[config.mk]
export PLATFORM = sky130hd
export DESIGN_NAME = sine_ctrl_master
export DESIGN_NICKNAME = d
export VERILOG_FILES = /design/src/rtl/sine_ctrl_master.sv
export SDC_FILE = /design/constraint.sdc
export NUM_CORES = 1
export LEC_CHECK = 0
export ABC_CLOCK_PERIOD_IN_PS = 6000
export CORE_MARGIN = 5
export CORE_UTILIZATION = 46
export CTS_BUF_LIST = sky130_fd_sc_hd__clkbuf_4 sky130_fd_sc_hd__clkbuf_8
export DETAILED_ROUTE_END_ITERATION = 6
export PLACE_DENSITY = 0.95
export SYNTH_ARGS = -nofsm -noshare
export SYNTH_HDL_FRONTEND = slang
export SYNTH_SLANG_ARGS = --single-unit
[constraint.sdc]
create_clock -name Clk -period 6 [get_ports Clk]
set_input_delay 0.6 -clock Clk [delete_from_list [all_inputs] [get_ports Clk]]
set_output_delay 0.6 -clock Clk [all_outputs]
set_load 0.1 [all_outputs]
[src/rtl/sine_ctrl_master.sv]
// sine_ctrl_master: Avalon-MM initiator that programs the sine CSR slave and services its irq.
// Define SINE_CTRL_MASTER_PEAK_EN to add sample_min/sample_max tracking outputs.
module sine_ctrl_master #(
  parameter int READ_LATENCY = 1,
  parameter int CNT_W = 16
) (
  input  logic             Clk,
  input  logic             ResetN,
  input  logic             start,
  input  logic             stop,
  input  logic             fcw_update,
  input  logic [7:0]       cfg_fcw,
  output logic             ChipSelect,
  output logic             Write,
  output logic             Read,
  output logic [1:0]       Address,
  output logic [31:0]      WriteData,
  input  logic [31:0]      ReadData,
  input  logic             irq,
  output logic [9:0]       sample,
  output logic             sample_valid,
  output logic [CNT_W-1:0] sample_count,
  output logic             busy
`ifdef SINE_CTRL_MASTER_PEAK_EN
  ,
  output logic [9:0]       sample_min,
  output logic [9:0]       sample_max
`endif
);
  typedef enum logic [3:0] {
    IDLE, W_FCW, W_IEN, W_RUN, ACTIVE, R_DATA, R_WAIT, W_CLR, W_CLR_GAP, S_RUN0, S_IEN0
  } state_t;
  state_t state_q, state_d;
  logic init_q, init_d, stop_pend_q, stop_pend_d, cap, clr;
  logic [1:0] wait_cnt_q, wait_cnt_d;
  logic cs_q, cs_d, wr_q, wr_d, rd_q, rd_d, valid_q, valid_d, busy_q, busy_d;
  logic [1:0] addr_q, addr_d;
  logic [31:0] wdata_q, wdata_d;
  logic [9:0] sample_q, sample_d;
  logic [CNT_W-1:0] count_q, count_d;
  logic unused_rd;
  assign unused_rd = ^ReadData[31:10];
  // ReadData is valid READ_LATENCY cycles after the read command, so capture lands on that cycle
  assign cap = (READ_LATENCY == 0) ? (state_q == R_DATA)
             : (state_q == R_WAIT && wait_cnt_q == 2'(READ_LATENCY - 1));
  assign clr = (state_q == IDLE) && start;
  always_comb begin
    state_d = state_q;
    init_d = init_q;
    stop_pend_d = stop_pend_q;
    wait_cnt_d = '0;
    if (stop && (state_q == R_DATA || state_q == R_WAIT || state_q == W_CLR || state_q == W_CLR_GAP))
      stop_pend_d = 1'b1;
    case (state_q)
      IDLE: if (start) begin
        state_d = W_FCW;
        init_d = 1'b1;
        stop_pend_d = 1'b0;
      end
      W_FCW: begin
        state_d = init_q ? W_IEN : ACTIVE;
        init_d = 1'b0;
      end
      W_IEN: state_d = W_RUN;
      W_RUN: state_d = ACTIVE;
      ACTIVE: if (stop || stop_pend_q) begin
        state_d = S_RUN0;
        stop_pend_d = 1'b0;
      end else if (fcw_update) state_d = W_FCW;
      else if (irq) state_d = R_DATA;
      R_DATA: state_d = cap ? W_CLR : R_WAIT;
      R_WAIT: begin
        wait_cnt_d = wait_cnt_q + 2'd1;
        if (cap) state_d = W_CLR;
      end
      W_CLR: state_d = W_CLR_GAP;
      W_CLR_GAP: state_d = ACTIVE;
      S_RUN0: state_d = S_IEN0;
      S_IEN0: state_d = IDLE;
      default: state_d = IDLE;
    endcase
  end
  // Bus strobes are registered from the next state so they line up with that state's cycle
  always_comb begin
    cs_d = 1'b1;
    wr_d = 1'b1;
    rd_d = 1'b0;
    addr_d = 2'd0;
    wdata_d = 32'd0;
    case (state_d)
      W_FCW: begin
        addr_d = 2'd1;
        wdata_d = {24'd0, cfg_fcw};
      end
      W_IEN: begin
        addr_d = 2'd3;
        wdata_d = 32'd1;
      end
      W_RUN: wdata_d = 32'd1;
      R_DATA: begin
        wr_d = 1'b0;
        rd_d = 1'b1;
        addr_d = 2'd2;
      end
      W_CLR: begin
        addr_d = 2'd3;
        wdata_d = 32'd3;
      end
      S_RUN0: addr_d = 2'd0;
      S_IEN0: addr_d = 2'd3;
      default: begin
        cs_d = 1'b0;
        wr_d = 1'b0;
      end
    endcase
  end
  assign sample_d = cap ? ReadData[9:0] : sample_q;
  assign valid_d = cap;
  assign count_d = clr ? '0 : cap ? count_q + 1'b1 : count_q;
  assign busy_d = state_d != IDLE;
  always_ff @(posedge Clk or negedge ResetN) begin
    if (!ResetN) begin
      state_q <= IDLE;
      init_q <= 1'b0;
      stop_pend_q <= 1'b0;
      wait_cnt_q <= '0;
      cs_q <= 1'b0;
      wr_q <= 1'b0;
      rd_q <= 1'b0;
      addr_q <= '0;
      wdata_q <= '0;
      sample_q <= '0;
      valid_q <= 1'b0;
      count_q <= '0;
      busy_q <= 1'b0;
    end else begin
      state_q <= state_d;
      init_q <= init_d;
      stop_pend_q <= stop_pend_d;
      wait_cnt_q <= wait_cnt_d;
      cs_q <= cs_d;
      wr_q <= wr_d;
      rd_q <= rd_d;
      addr_q <= addr_d;
      wdata_q <= wdata_d;
      sample_q <= sample_d;
      valid_q <= valid_d;
      count_q <= count_d;
      busy_q <= busy_d;
    end
  end
  assign ChipSelect = cs_q;
  assign Write = wr_q;
  assign Read = rd_q;
  assign Address = addr_q;
  assign WriteData = wdata_q;
  assign sample = sample_q;
  assign sample_valid = valid_q;
  assign sample_count = count_q;
  assign busy = busy_q;
`ifdef SINE_CTRL_MASTER_PEAK_EN
  logic [9:0] min_q, min_d, max_q, max_d;
  assign min_d = clr ? 10'h3FF : (cap && ReadData[9:0] < min_q) ? ReadData[9:0] : min_q;
  assign max_d = clr ? 10'h000 : (cap && ReadData[9:0] > max_q) ? ReadData[9:0] : max_q;
  always_ff @(posedge Clk or negedge ResetN) begin
    if (!ResetN) begin
      min_q <= 10'h3FF;
      max_q <= 10'h000;
    end else begin
      min_q <= min_d;
      max_q <= max_d;
    end
  end
  assign sample_min = min_q;
  assign sample_max = max_q;
`endif
endmodule

==> results.toml <==
[status]
status = "complete, no violations"

[route]
vias_per_cell = 5.258
routed_wl_um = 5523
wl_per_cell_um = 14.09
vias = 2061
ant_nets = 0
drcViolationCount = 0
first_pass_iters = 4
detail_route.iter0.violations = 131

[critical_path]
path_buf_inv = 1
cp-end-kind = "output pin"
cpLargestDelayFamily = "buffers and inverters"
critPathKind = "flip-flop to output pin"
worstSetupStartpointType = "flip-flop"
critical_path.slowest_cell = "clkdlybuf4s50_1"
required_ps = 5400
arrival_ps = 1970
cp_cell_sequence = "clkdlybuf4s50_1"
cp_max_fo = 7
max_stage_delay_ps = 1190

[placement]
place_hpwl_um = 4072
place_ws_ps = 3187
io_buffers = 64
dp_cells = 384
place_congestion = 0.8450

[clocking]
clk_pin_slew_ps = 80
cts_root_buffer = "clkbuf_8"
postCtsSetupBuffers = 0
clock_sinks = 49
cts_hold_buf = 0
cts_tree = "built"
cts_max_path_buffers = 2
numCtsBuffers = 5
clock_latency_ps = 300
cts_resized = 0
htree_levels = 2

[timing]
worst_pin_slew_ps = 1177
rsz0062_at_grt = "false"
period_needed_ps = 2573
fmax_mhz = 388.6
finalSetupViolations = 0
timing.final.max_slew_violations = 0
fin_crit_sh_pct = 42.89
setup_ws_ps = 3427
tns_ps = 0
final-hold-violation-count = 0
worst_clock_skew_ps = 6.529
relSlewSlack_pct = 21.52

[final_layout]
instances_no_fill = 392
num-fill-cells = 464
fin_nets = 369
layout-area-overhead-vs-synth_pct = 28.26
final_layout_size_suffix_gt1_share_pct = 3.727
antenna-diode-count = 0
final_util_pct = 60.88

[yosys]
synth_warnings = 0
synthCells = 261
avgSynthCellArea_um2 = 9.348
synth_edf_count = 0
ys_seq_elements = 49
synth_ff_type = "dfrtp_1"
ys_seq_area_share_pct = 50.26
yosysUniqueCellTypes = 46
postSynth.asyncResetShare_pct = 100.0
synth_area_um2 = 2440

[power_and_ir_drop]
power_density_nw_per_um2 = 610.5
power_leakage_nw = 1.396
ir_drop_uv = 410.0

[floorplanning]
start_util_pct = 47.47
core_um2 = 5140
io-pin-count = 111
dieHeight_um = 82.83
rows = 26
dieArea_um2 = 6861
die_x_um = 82.83

[global_route]
grt_usage_pct = 15.87
grt_pass1_vias = 2003
grt_max_degree = 50
grt_pass1_wl_um = 9052
grt_overflow = 0
antenna_found_initial = 0

[min_path]
hp-class = "flip-flop to flip-flop"

[job]
drv_cap = 0
-- layer usage --
layer	wire length [um]	track usage (%)
met1	2155	17.44
met5	0	0
met3	658	7.822
met2	2634	27.26
met4	74	4.160
-- final cells by class --
cell class | instances | area, um2 | share of cell area, %
Sequential cell | 49 | 1226 | 39.18
Inverter | 10 | 37.54 | 1.200
Tap cell | 70 | 87.58 | 2.799
Clock inverter | 1 | 5.005 | 0.1599
Timing Repair Buffer | 64 | 635.6 | 20.31
Multi-Input combinational cell | 191 | 1041 | 33.27
Clock buffer | 7 | 96.34 | 3.079
-- metrics by stage --
step	area (um2)	total power [mW]	hold slack, ps
3_3_place_gp	3028	1.683	410.7
6_report	3129	1.910	453.3
5_1_grt	3129	2.004	475.5
4_1_cts	3129	1.924	454.6
2_1_floorplan	2526	1.456	304.4
3_5_place_dp	3028	1.710	442.8
-- where the power goes --
group | switching, mW | internal [mW]
registers | 0.0944 | 0.432
clock network | 0.106 | 0.104
logic | 0.900 | 0.273
-- cells in the mapped netlist, drive strengths merged (2+ instances only) --
master  count  area share [%]
a21o        2            0.62
a21oi      12             2.5
and2        3            0.77
and3        2            0.51
and4        2            0.72
buf        28             8.2
clkbuf      6            0.92
dfrtp      49              50
ha          2             1.0
inv        10             1.5
mux2i       2            0.82
nand2      47             7.2
nand2b      6             1.5
nand3       8             1.6
nand4       6             1.5
nor2       15             2.3
nor3        5             1.0
nor3b       7             2.2
nor4        4             1.0
o21ai       9             1.8
o31ai       3            0.92
or3         3            0.77
or4         4             1.4
xnor2       7             2.5
-- final timing paths --
check / from / cells past startpoint / end / slack, ps
max: sample_count[5]$_DFFE_PN0P_ / 1 / sample_count[5] / 3430
min: wait_cnt_q[0]$_DFF_PN0_ / 1 / wait_cnt_q[0]$_DFF_PN0_ / 450
max reg2reg: wait_cnt_q[0]$_DFF_PN0_ / 6 / Write$_DFF_PN0_ / 3610
min reg2reg: wait_cnt_q[0]$_DFF_PN0_ / 1 / wait_cnt_q[0]$_DFF_PN0_ / 450
max in group asynchronous: ResetN / 1 / sample_count[10]$_DFFE_PN0P_ / 4860
min in group asynchronous: ResetN / 1 / sample_count[14]$_DFFE_PN0P_ / 480
-- cell families after synthesis --
logic type / count (synthesis) / share of synthesized area (%)
buffers and inverters: 44 / 10.62
multiplexers: 2 / 0.8205
flip-flops: 49 / 50.26
AND/OR/NAND/NOR: 116 / 24.10
XOR/XNOR: 8 / 2.872
other: 1 / 0.1537
AO/OA/AOI/OAI: 39 / 10.15
adder cells (fa/ha/maj): 2 / 1.025
-- layout by cell type (no fill, tap or decap), types with 4 or more instances in the layout --
cell,count
a21oi_1,12
clkbuf_8,7
clkdlybuf4s50_1,63
conb_1,24
dfrtp_1,49
inv_1,10
nand2_1,47
nand2b_1,6
nand3_1,8
nand4_1,6
nor2_1,15
nor3_1,5
nor3b_1,7
nor4_1,4
o21ai_0,9
xnor2_1,7
-- state kept, by name (all words and copies together), names as in the netlist --
signal,cells
busy,1
Address,2
sample_count,16
sample,10
wait_cnt_q,2
Write,1
sample_valid,1
init_q,1
stop_pend_q,1
Read,1
WriteData,8
ChipSelect,1
state_q,4
Note: power is estimated with default switching activity, not from simulation.
